### src/rtl/ps2_rx_fifo.sv
// PS/2 receiver running on the system clock: input sync and deglitch,
// 11-bit frame decode with parity/stop/timeout checks, show-ahead byte FIFO.
module ps2_rx_fifo #(
  parameter int FILTER_LEN  = 8,
  parameter int TIMEOUT_CYC = 200000,
  parameter int FIFO_DEPTH  = 16,
  parameter int CNT_W       = 8
) (
  input  logic                         clk,
  input  logic                         rst_n,
  input  logic                         PS2Clk,
  input  logic                         PS2Data,
  input  logic                         i_rd,
  output logic [7:0]                   o_data,
  output logic                         o_empty,
  output logic                         o_full,
  output logic [$clog2(FIFO_DEPTH):0]  o_fill,
  output logic                         o_parity_err,
  output logic                         o_frame_err,
  output logic                         o_overflow,
  output logic [CNT_W-1:0]             o_frameCnt
);

  localparam int AW = $clog2(FIFO_DEPTH);
  localparam int FW = (FILTER_LEN > 1) ? $clog2(FILTER_LEN) : 1;
  localparam int TW = $clog2(TIMEOUT_CYC + 1);
  localparam logic [FW-1:0] FC_LAST = FW'(FILTER_LEN - 1);
  localparam logic [TW-1:0] TO_LAST = TW'(TIMEOUT_CYC - 1);
  localparam logic [TW-1:0] TO_MAX  = TW'(TIMEOUT_CYC);
  localparam logic [AW:0]   DEPTH   = (AW + 1)'(FIFO_DEPTH);

  typedef enum logic [1:0] {
    S_IDLE,
    S_DATA,
    S_PAR,
    S_STOP
  } state_t;

  logic r_clk_s1, r_clk_s2;
  logic r_dat_s1, r_dat_s2;
  logic r_filt;
  logic [FW-1:0] r_fcnt;
  logic r_sample;
  logic r_bit;
  logic w_fall;

  logic [TW-1:0] r_to;
  logic w_to_hit;

  state_t r_state, w_state_n;
  logic [2:0] r_idx, w_idx_n;
  logic [7:0] r_shift, w_shift_n;
  logic r_par, w_par_n;
  logic r_push, w_push_n;
  logic r_perr, w_perr_n;
  logic r_ferr, w_ferr_n;

  logic [7:0] r_mem [FIFO_DEPTH];
  logic [AW-1:0] r_wptr, r_rptr;
  logic [AW:0] r_fill;
  logic r_ovf;
  logic [CNT_W-1:0] r_cnt;
  logic w_empty, w_full, w_do_pop, w_do_push;

  always_ff @(posedge clk or negedge rst_n) begin
    if (!rst_n) begin
      r_clk_s1 <= 1'b1;
      r_clk_s2 <= 1'b1;
      r_dat_s1 <= 1'b1;
      r_dat_s2 <= 1'b1;
    end else begin
      r_clk_s1 <= PS2Clk;
      r_clk_s2 <= r_clk_s1;
      r_dat_s1 <= PS2Data;
      r_dat_s2 <= r_dat_s1;
    end
  end

  assign w_fall = r_filt & ~r_clk_s2 & (r_fcnt == FC_LAST);

  always_ff @(posedge clk or negedge rst_n) begin
    if (!rst_n) begin
      r_filt   <= 1'b1;
      r_fcnt   <= '0;
      r_sample <= 1'b0;
      r_bit    <= 1'b1;
    end else begin
      r_sample <= w_fall;
      if (w_fall) r_bit <= r_dat_s2;
      if (r_clk_s2 == r_filt) begin
        r_fcnt <= '0;
      end else if (r_fcnt == FC_LAST) begin
        r_filt <= r_clk_s2;
        r_fcnt <= '0;
      end else begin
        r_fcnt <= r_fcnt + 1'b1;
      end
    end
  end

  // the count reaches TIMEOUT_CYC on the edge where w_to_hit is seen
  assign w_to_hit = (r_state != S_IDLE) && (r_to == TO_LAST);

  always_ff @(posedge clk or negedge rst_n) begin
    if (!rst_n) begin
      r_to <= '0;
    end else if (r_state == S_IDLE || w_fall) begin
      r_to <= '0;
    end else if (r_to != TO_MAX) begin
      r_to <= r_to + 1'b1;
    end
  end

  always_ff @(posedge clk or negedge rst_n) begin
    if (!rst_n) begin
      r_state <= S_IDLE;
      r_idx   <= '0;
      r_shift <= '0;
      r_par   <= 1'b0;
      r_push  <= 1'b0;
      r_perr  <= 1'b0;
      r_ferr  <= 1'b0;
    end else begin
      r_state <= w_state_n;
      r_idx   <= w_idx_n;
      r_shift <= w_shift_n;
      r_par   <= w_par_n;
      r_push  <= w_push_n;
      r_perr  <= w_perr_n;
      r_ferr  <= w_ferr_n;
    end
  end

  always_comb begin
    w_state_n = r_state;
    w_idx_n   = r_idx;
    w_shift_n = r_shift;
    w_par_n   = r_par;
    w_push_n  = 1'b0;
    w_perr_n  = 1'b0;
    w_ferr_n  = 1'b0;
    if (w_to_hit) begin
      w_state_n = S_IDLE;
      w_ferr_n  = 1'b1;
    end else if (r_sample) begin
      unique case (r_state)
        S_IDLE: begin
          if (r_bit) begin
            w_ferr_n = 1'b1;
          end else begin
            w_state_n = S_DATA;
            w_idx_n   = '0;
          end
        end
        S_DATA: begin
          w_shift_n[r_idx] = r_bit;
          if (r_idx == 3'd7) w_state_n = S_PAR;
          else w_idx_n = r_idx + 3'd1;
        end
        S_PAR: begin
          w_par_n   = r_bit;
          w_state_n = S_STOP;
        end
        S_STOP: begin
          w_state_n = S_IDLE;
          if (!r_bit) w_ferr_n = 1'b1;
          else if (^{r_shift, r_par}) w_push_n = 1'b1;
          else w_perr_n = 1'b1;
        end
      endcase
    end
  end

  assign w_empty   = (r_fill == '0);
  assign w_full    = (r_fill == DEPTH);
  assign w_do_pop  = i_rd & ~w_empty;
  // a full FIFO still accepts a byte when a pop frees the slot this cycle
  assign w_do_push = r_push & (~w_full | w_do_pop);

  always_ff @(posedge clk) begin
    if (w_do_push) r_mem[r_wptr] <= r_shift;
  end

  always_ff @(posedge clk or negedge rst_n) begin
    if (!rst_n) begin
      r_wptr <= '0;
      r_rptr <= '0;
      r_fill <= '0;
      r_ovf  <= 1'b0;
      r_cnt  <= '0;
    end else begin
      if (w_do_push) begin
        r_wptr <= r_wptr + 1'b1;
        r_cnt  <= r_cnt + 1'b1;
      end
      if (w_do_pop) r_rptr <= r_rptr + 1'b1;
      case ({w_do_push, w_do_pop})
        2'b10:   r_fill <= r_fill + 1'b1;
        2'b01:   r_fill <= r_fill - 1'b1;
        default: r_fill <= r_fill;
      endcase
      if (r_push & w_full & ~w_do_pop) r_ovf <= 1'b1;
    end
  end

  assign o_data       = w_empty ? 8'h00 : r_mem[r_rptr];
  assign o_empty      = w_empty;
  assign o_full       = w_full;
  assign o_fill       = r_fill;
  assign o_parity_err = r_perr;
  assign o_frame_err  = r_ferr;
  assign o_overflow   = r_ovf;
  assign o_frameCnt   = r_cnt;

endmodule

### config.mk
export PLATFORM = sky130hd
export DESIGN_NAME = ps2_rx_fifo
export DESIGN_NICKNAME = d
export VERILOG_FILES = /design/src/rtl/ps2_rx_fifo.sv
export SDC_FILE = /design/constraint.sdc
export NUM_CORES = 1
export LEC_CHECK = 0
export CAP_MARGIN = 15
export CORE_MARGIN = 2
export CORE_UTILIZATION = 41
export CTS_BUF_LIST = sky130_fd_sc_hd__clkbuf_8
export CTS_CLUSTER_DIAMETER = 150
export CTS_CLUSTER_SIZE = 12
export DETAILED_ROUTE_END_ITERATION = 7
export GPL_ROUTABILITY_DRIVEN = 0
export GPL_TIMING_DRIVEN = 1
export SYNTH_ARGS = -nofsm -noshare
export SYNTH_HDL_FRONTEND = slang
export SYNTH_SLANG_ARGS = --single-unit
### constraint.sdc
create_clock -name clk -period 4.64 [get_ports clk]
set_input_delay 0.464 -clock clk [delete_from_list [all_inputs] [get_ports clk]]
set_output_delay 0.464 -clock clk [all_outputs]
set_load 0.005 [all_outputs]
After elaboration in Yosys (flattened, before gate mapping)
Memories as Yosys holds them, arrays and structs flattened.
Index checks and enable logic that the tools add are counted.
W data, S select, Z words.

cells by class
  $add $sub $neg = 8
  reduce and logical (&&, ||, !) cells = 16
  multiplexer cells = 34
  equality and inequality tests = 15
  bitwise operators = 13
  magnitude comparators = 2

operators with widths
  operator                 count
  $mux W18                 2
  $add A18 B1 Y18 const B  1
  $eq A18 B18 Y1 const B   1
  $ne A18 B18 Y1 const B   1
  $mux W1                  17
  $mux W3                  4
  $pmux W5 S2              1
  $reduce_bool A2 Y1       5
  $reduce_and A3 Y1        3
  $reduce_xor A9 Y1        1
  $add A4 B1 Y4 const B    2
  $add A8 B1 Y8 const B    1
  $bwmux W8                1
  $mux W2                  4
  $mux W8                  1
  $pmux W2 S4              1
  $add A3 B1 Y3 const B    2
  $and A1 B1 Y1            6
  $eq A2 B2 Y1 const B     3
  $eq A3 B3 Y1 const B     2
  $ne A3 B3 Y1 const B     2
  $not A1 Y1               6
  $pmux W3 S2              1
  $add A5 B1 Y5 const B    1
  16 further kinds         19

storage, ports and cells
  memory bits (writable) = 128
  output and inout bits = 26
  register bits = 67
  input port bits = 5
  memories kept = 1

memories
  memory  depth  width  rd ports  clocked after Yosys merged registers in  write ports  RTL line  RTL
  r_mem   16     8      1         0                                        1            58        logic [7:0] r_mem [FIFO_DEPTH];

Longest topological paths before layout
Gate-level depths: netlist of the first run.

  word-level depth = 7
  gate-level depth with buffers = 14

Worst setup path after synthesis of the first run
No wires, ideal clock.

  kind = register to register
  from = register r_fill[2] (netlist: o_fill[2])
  to = register r_fill[4] (netlist: o_fill[4])
  cell stages (with the launch flop) = 15
  period minus slack after synthesis = 2909 ps
  data arrival time = 2830 ps
  slack = 1731 ps
  cell sequence = dfrtp_1 buf_6 or3_1 or3_1 and2_1 buf_6 ha_1 clkbuf_1 xor2_1 ha_1 inv_1 o21ai_0 a21o_1 a21oi_1 xor2_1

on the way
  cells in the longest elaborated chain, start to end = 7
  elaborated cells on any way between the ends = 13
  those cells by class = 2 x add/sub; 3 x eq/ne; 1 x mux; 5 x bitwise; 2 x reduce/logical

RTL lines
  what                                               RTL line  RTL
  from (decl)                                        60        logic [AW:0] r_fill;
  from (signal assigned)                             198       2'b10: r_fill <= r_fill + 1'b1;
  from (signal assigned)                             199       2'b01: r_fill <= r_fill - 1'b1;
  from (signal assigned)                             200       default: r_fill <= r_fill;
  $logic_not A5 Y1 (*)                               174       assign w_empty = (r_fill == '0);
  $not A1 Y1 (*)                                     176       assign w_do_pop = i_rd & ~w_empty;
  $and A1 B1 Y1 (*)                                  176
  via w_do_pop                                       63        logic w_empty, w_full, w_do_pop, w_do_push;
  $or A1 B1 Y1                                       178       assign w_do_push = r_push & (~w_full | w_do_pop);
  $and A1 B1 Y1                                      178
  $eq A2 B1 Y1 or $eq A2 B2 Y1 (tied branches)       197       case ({w_do_push, w_do_pop})
  $pmux W5 S2 or $reduce_bool A2 Y1 (tied branches)  --

The timed path passes the listed nets; every way through them passes the cells marked *.
A chain may end at the register's enable or synchronous reset.

Worst setup path in the final report of the first run
  from = register r_rptr[0]
  to = output o_data[0]

on the way
  cells in the longest elaborated chain, start to end = 2

RTL lines
  what                    RTL line  RTL
  from (decl)             59        logic [AW-1:0] r_wptr, r_rptr;
  from (signal assigned)  196       if (w_do_pop) r_rptr <= r_rptr + 1'b1;
  $mem_v2 Z16 W8          --
  $mux W8                 206       assign o_data = w_empty ? 8'h00 : r_mem[r_rptr];
  to (decl)               14        output logic [7:0] o_data,

No other way between the ends.

==> flow_summary.toml, run 1 <==
[setup_path]
crit_required_ns = 4.18
cpMaxStageDelayCell = "dfrtp_2"
slowest_delay_ns = 0.79
path_max_fanout = 19
regToRegSetupSlack_ns = 1.50
worstPathArrival_ns = 3.06
crit_chain = "buf_4, mux4_2, mux2i_1, o22ai_1, clkdlybuf4s50_1"
r2r_cells = 11
r2r-end = "o_fill[4]$_DFFE_PN0P_"
end_kind = "output pin"
r2r-start = "o_fill[0]$_DFFE_PN0P_"
cp-start-kind = "flop"
critical_path_class = "reg -> out"

[synthesis]
synth.cell_area_mm2 = 0.00830
seq_area_frac_synth_pct = 66.6
syn-mean-instance-area_um2 = 15.6
syn_nets = 556
synth-async-reset-ratio_pct = 34.4
synth_edf_count = 128
synth_top_flop_cell = "edfxtp_1"
syn_inst = 531
synth_seq_cells = 195
yosys.cell_types.count = 43
synth_warnings = 0

[global_route]
first_global_vias = 4607
overflow = 0
antenna_found_initial = 0
busiest_layer = "met2"
grtUsageMet3_pct = 3.47
use_met2_pct = 24.5
grt_usage_pct = 15.7
grt_max_degree = 46
use_met1_pct = 22.8
grt_pass1_wl_um = 25700

[drt]
post_drt_wl_per_cell_um = 18.7
detailedRoute.firstPassIterationCount = 5
wl_um = 15800
vias_per_cell = 5.27
num_vias = 4444
first_iter_violations = 338
antenna_left = 0
drcViolationCount = 0

[clock_tree]
cts_setup_buffers = 0
cts_tree = "yes"
ctsHoldBuffers = 0
clk_pin_slew_ns = 0.10
insertion_delay_ns = 0.46
htree_levels = 4
cts.path.max_buffers = 2
cts_resized = 0
cts_buffers = 17
root_buffer = "clkbuf_8"
cts.sinks = 195

[die]
die_h_um = 146
rows = 52
start_util_pct = 41.4
die_x_um = 146
ios = 31
dieArea_mm2 = 0.0214
coreArea_mm2 = 0.0200

[sta]
hold_violations = 0
tightest_slew_ns = 1.08
finalClockSkew_ns = 0.0167
period_share_pct = 76.0
setup_viol = 0
max_slew_margin_pct = 27.7
rsz0062_at_grt = "no"
finalSetupTns_ns = 0
fmax_mhz = 283
fin_crit_ns = 3.53
slew_violations = 0
hold_ws_ns = 0.163

[power_and_ir_drop]
leakage_uw = 0.00348
p_per_area_mw_per_mm2 = 317
ir_drop_mv = 0.186

[finish]
fill_cells = 1815
final_common_cell = "edfxtp_1"
drive_gt1_share_pct = 16.0
regArea_mm2 = 0.00553
fin_nets = 586
layout_common_cells = "edfxtp_1, dfrtp_1, nor2_1"
synthToLayoutAreaGrowth_pct = 11.2
n_antenna_cell = 0
multi_input_comb_area_mm2 = 0.00259

[place]
hpwl_um = 10300
port_buffers = 30

[run_status]
status = "finished, final reports clean"

[worst_hold_path]
hold_class = "in -> async"

[flow_run]
max_cap_violations = 0
cells in the mapped netlist (4+ instances only):
cell | number | area [um^2]
mux4_2 | 32 | 721
buf_2 | 4 | 20.0
nor3_1 | 11 | 55.1
o22ai_1 | 8 | 50.1
nor2b_1 | 4 | 25.0
nor2_1 | 35 | 131
nand4_1 | 15 | 93.8
mux2_2 | 13 | 146
buf_1 | 5 | 18.8
and3_1 | 5 | 31.3
or3_1 | 6 | 37.5
clkbuf_1 | 13 | 48.8
xor2_1 | 23 | 201
a21o_1 | 4 | 30.0
ha_1 | 20 | 250
mux2i_1 | 19 | 190
xnor2_1 | 19 | 166
nand2b_1 | 5 | 31.3
dfstp_2 | 6 | 158
inv_1 | 16 | 60.1
o21ai_0 | 6 | 30.0
nand2_1 | 25 | 93.8
a21oi_1 | 6 | 30.0
dfrtp_1 | 61 | 1530
edfxtp_1 | 128 | 3840
nand3_1 | 14 | 70.1
critical path, delay by kind of cell, from the launching register on:
family          cells  cell delay, ns
mux                 2            0.75
buf+inv             2            0.91
compound gates      1            0.14
flops               1            0.79
worst max path at each step:
stage | from | end | depth (start not counted)
after floorplan | o_fill[2]$_DFFE_PN0P_ | o_fill[4]$_DFFE_PN0P_ | 14
after global placement | i_rd | o_fill[4]$_DFFE_PN0P_ | 11
after detailed placement | i_rd | o_fill[4]$_DFFE_PN0P_ | 11
after CTS | r_rptr[0]$_DFFE_PN0P_ | o_data[0] | 5
after global routing | r_rptr[0]$_DFFE_PN0P_ | o_data[0] | 5
final | r_rptr[0]$_DFFE_PN0P_ | o_data[0] | 5
cells by family after synthesis:
family,synth area share (%)
AO/OA/AOI/OAI,2.44
XOR/XNOR,4.43
adder cells (fa/ha/maj),3.02
buffers and inverters,2.19
flip-flops,66.6
multiplexers,12.9
AND/OR/NAND/NOR,8.38
routing by layer:
metal	part of all wire, %	vias up
met1	48	2297
met5	0	-
met4	0.59	0
li1	-	2052
met3	3.8	5
met2	48	90
power breakdown:
| part | switching [uW] | total (uW) | leakage (uW) | internal (uW) |
|---|---|---|---|---|
| sequential | 5.10 | 1850 | 0.00231 | 1850 |
| clock | 602 | 1030 | 0.000182 | 431 |
| combinational | 21.3 | 34.9 | 0.000987 | 13.6 |
sequential cells by signal (all words and copies together) (netlist names), 2 cells and up:
register,count
r_wptr,4
o_frameCnt,8
r_state,2
r_idx,3
r_shift,8
r_rptr,4
r_mem,128
o_fill,5
r_fcnt,3
r_to,18
stage by stage:
step	cells	total power (uW)	utilization [%]	area, um^2	setup slack (ns)
after floorplan	531	1910	-	8300	1.73
after global placement	812	1930	44.2	8860	1.56
after detailed placement	812	1930	44.2	8860	1.51
after CTS	844	2960	46.0	9230	0.988
after global routing	844	3040	46.0	9230	0.851
final	844	2920	46.0	9230	1.11
area by class of cell:
cell class	instances	area share, %
clock buffers	17	2.54
well taps	270	3.66
multi-input cells	295	28.1
flip-flops and latches	195	59.9
clock inverters	15	1.45
repair buffers	36	3.69
inverters	16	0.651
Note: power is estimated with default switching activity, not from simulation.
==> run 2: changes to the inputs <==
clock period = 3.59 ns   (was 4.64 ns; I/O delays follow)
==> flow_summary.toml, run 2 (synthesized netlist as in run 1, its figures left out) <==
[run_status]
status = "finished, final reports clean"

[sta]
slew_violations = 0
tightest_slew_ns = 0.828
rsz0062_at_grt = "no"
max_slew_margin_pct = 44.8
finalClockSkew_ns = 0.0153
period_share_pct = 86.9
finalSetupTns_ns = 0
setup_viol = 0
fmax_mhz = 321
hold_violations = 0
fin_crit_ns = 3.12
setup_slack_ns = 0.470

[finish]
final_common_cell = "edfxtp_1"
top_regs = "r_mem (128), r_to (18)"
largest-register = "r_mem"
drive_gt1_share_pct = 16.3
post-route-cell-area_mm2 = 0.00926
fin_nets = 590
layout_common_cells = "edfxtp_1, dfrtp_1, nor2_1"
n_antenna_cell = 0
synthToLayoutAreaGrowth_pct = 11.6
largest_register_ffs = 128

[power_and_ir_drop]
ir_drop_mv = 0.229
p_per_area_mw_per_mm2 = 407
leakage_uw = 0.00341
total_power_uw = 3770

[place]
postPlaceCellArea_mm2 = 0.00889
port_buffers = 30
hpwl_um = 10000
dpl_worst_slack_ns = 0.546

[die]
die_h_um = 146
die_x_um = 146
rows = 52
ios = 31
dieArea_mm2 = 0.0214
coreArea_mm2 = 0.0200
start_util_pct = 41.4

[clock_tree]
cts_buffers = 17
insertion_delay_ns = 0.46
htree_levels = 4
root_buffer = "clkbuf_8"
cts_tree = "yes"
ctsHoldBuffers = 1
cts_resized = 0
cts.sinks = 195
clk_pin_slew_ns = 0.10
cts.path.max_buffers = 2
cts_setup_buffers = 0

[drt]
antenna_left = 0
vias_per_cell = 5.18
detailedRoute.firstPassIterationCount = 4
post_drt_wl_per_cell_um = 18.4
first_iter_violations = 239
wl_um = 15600
num_vias = 4391
drcViolationCount = 0

[worst_hold_path]
hold_class = "in -> reg"

[global_route]
first_global_vias = 4630
antenna_found_initial = 0
grt_usage_pct = 15.5
grt_pass1_wl_um = 25600
grt_max_degree = 39
overflow = 0

[setup_path]
end_kind = "output pin"
cp_num_buf_inv = 1
crit_family = "simple AND/OR/NAND/NOR gates"
crit_chain = "or3_1, or3_1, nand2_1, o22ai_1, clkdlybuf4s50_1"
worstPathArrival_ns = 2.76
cpMaxStageDelayCell = "clkdlybuf4s50_1"
crit_top_cell = "or3_1"
cp-start-kind = "flop"
path_max_fanout = 8
slowest_delay_ns = 0.49
critical_path_class = "reg -> out"
crit_required_ns = 3.23

[flow_run]
max_cap_violations = 0
-- run 2: cell types whose count changed in the layout (fill, tap and decap cells not counted) --
cell           delta
clkinv_4          -2
inv_1             -1
dfrtp_1           +1
buf_4             +2
buf_12            +1
dfrtp_2           -1
dlygate4sd3_1     +1
clkinvlp_4        +2
-- run 2: worst register-to-register path, delay by kind of cell (launching register included) --
kind,cells,cell delay [ns]
adders and majority gates,2,0.57
DFF,1,0.45
and+or+nand+nor,3,1.11
xor gates and xnor gates,2,0.33
AOI/OAI and AO/OA,3,0.48
buffers and inverters,1,0.07
-- run 2: layout make-up --
type	instances	area, um^2
timing repair buffer	40	385
fill	1809	10800
inverter	16	60.1
tap	270	338
clock inverter	14	128
clock buffer	17	234
multi-input combinational	295	2590
sequential	195	5530
-- run 2: path summary, 6_finish.rpt --
path	slack, ns	endpoint	from	cells after the start
hold reg to reg	0.37	r_clk_s2$_DFF_PN1_	r_clk_s1$_DFF_PN1_	0
hold / removal	0.29	r_clk_s1$_DFF_PN1_	PS2Clk	1
min in group asynchronous	0.52	r_to[9]$_DFFE_PN0P_	rst_n	2
setup reg to reg	0.51	o_fill[4]$_DFFE_PN0P_	o_fill[0]$_DFFE_PN0P_	11
max in group asynchronous	2.15	r_rptr[0]$_DFFE_PN0P_	rst_n	3
setup / recovery	0.47	o_data[4]	o_fill[0]$_DFFE_PN0P_	5
-- run 2: per-stage QoR --
stage                     util, %  instances  hold WS (ns)
after floorplan                 -        531        0.0634
after global placement       44.4        815         0.354
after detailed placement     44.4        815         0.354
after CTS                    46.2        847         0.252
after global routing         46.2        847         0.255
final                        46.2        847         0.287
-- run 2: power by group --
group,internal (uW),switching [uW],leakage [uW]
Clock,551,775,0.000168
Sequential,2390,7.29,0.00224
Combinational,18.7,28.4,0.00101
Total,2960,810,0.00341
-- run 2: layer usage --
layer / vias up / GRT usage [%] / wire, um
met2: 74 / 24.8 / 7590
met3: 17 / 3.28 / 537
met4: 0 / 4.66 / 212
li1: 2058 / - / -
met5: - / 0 / 0
met1: 2242 / 21.6 / 7210
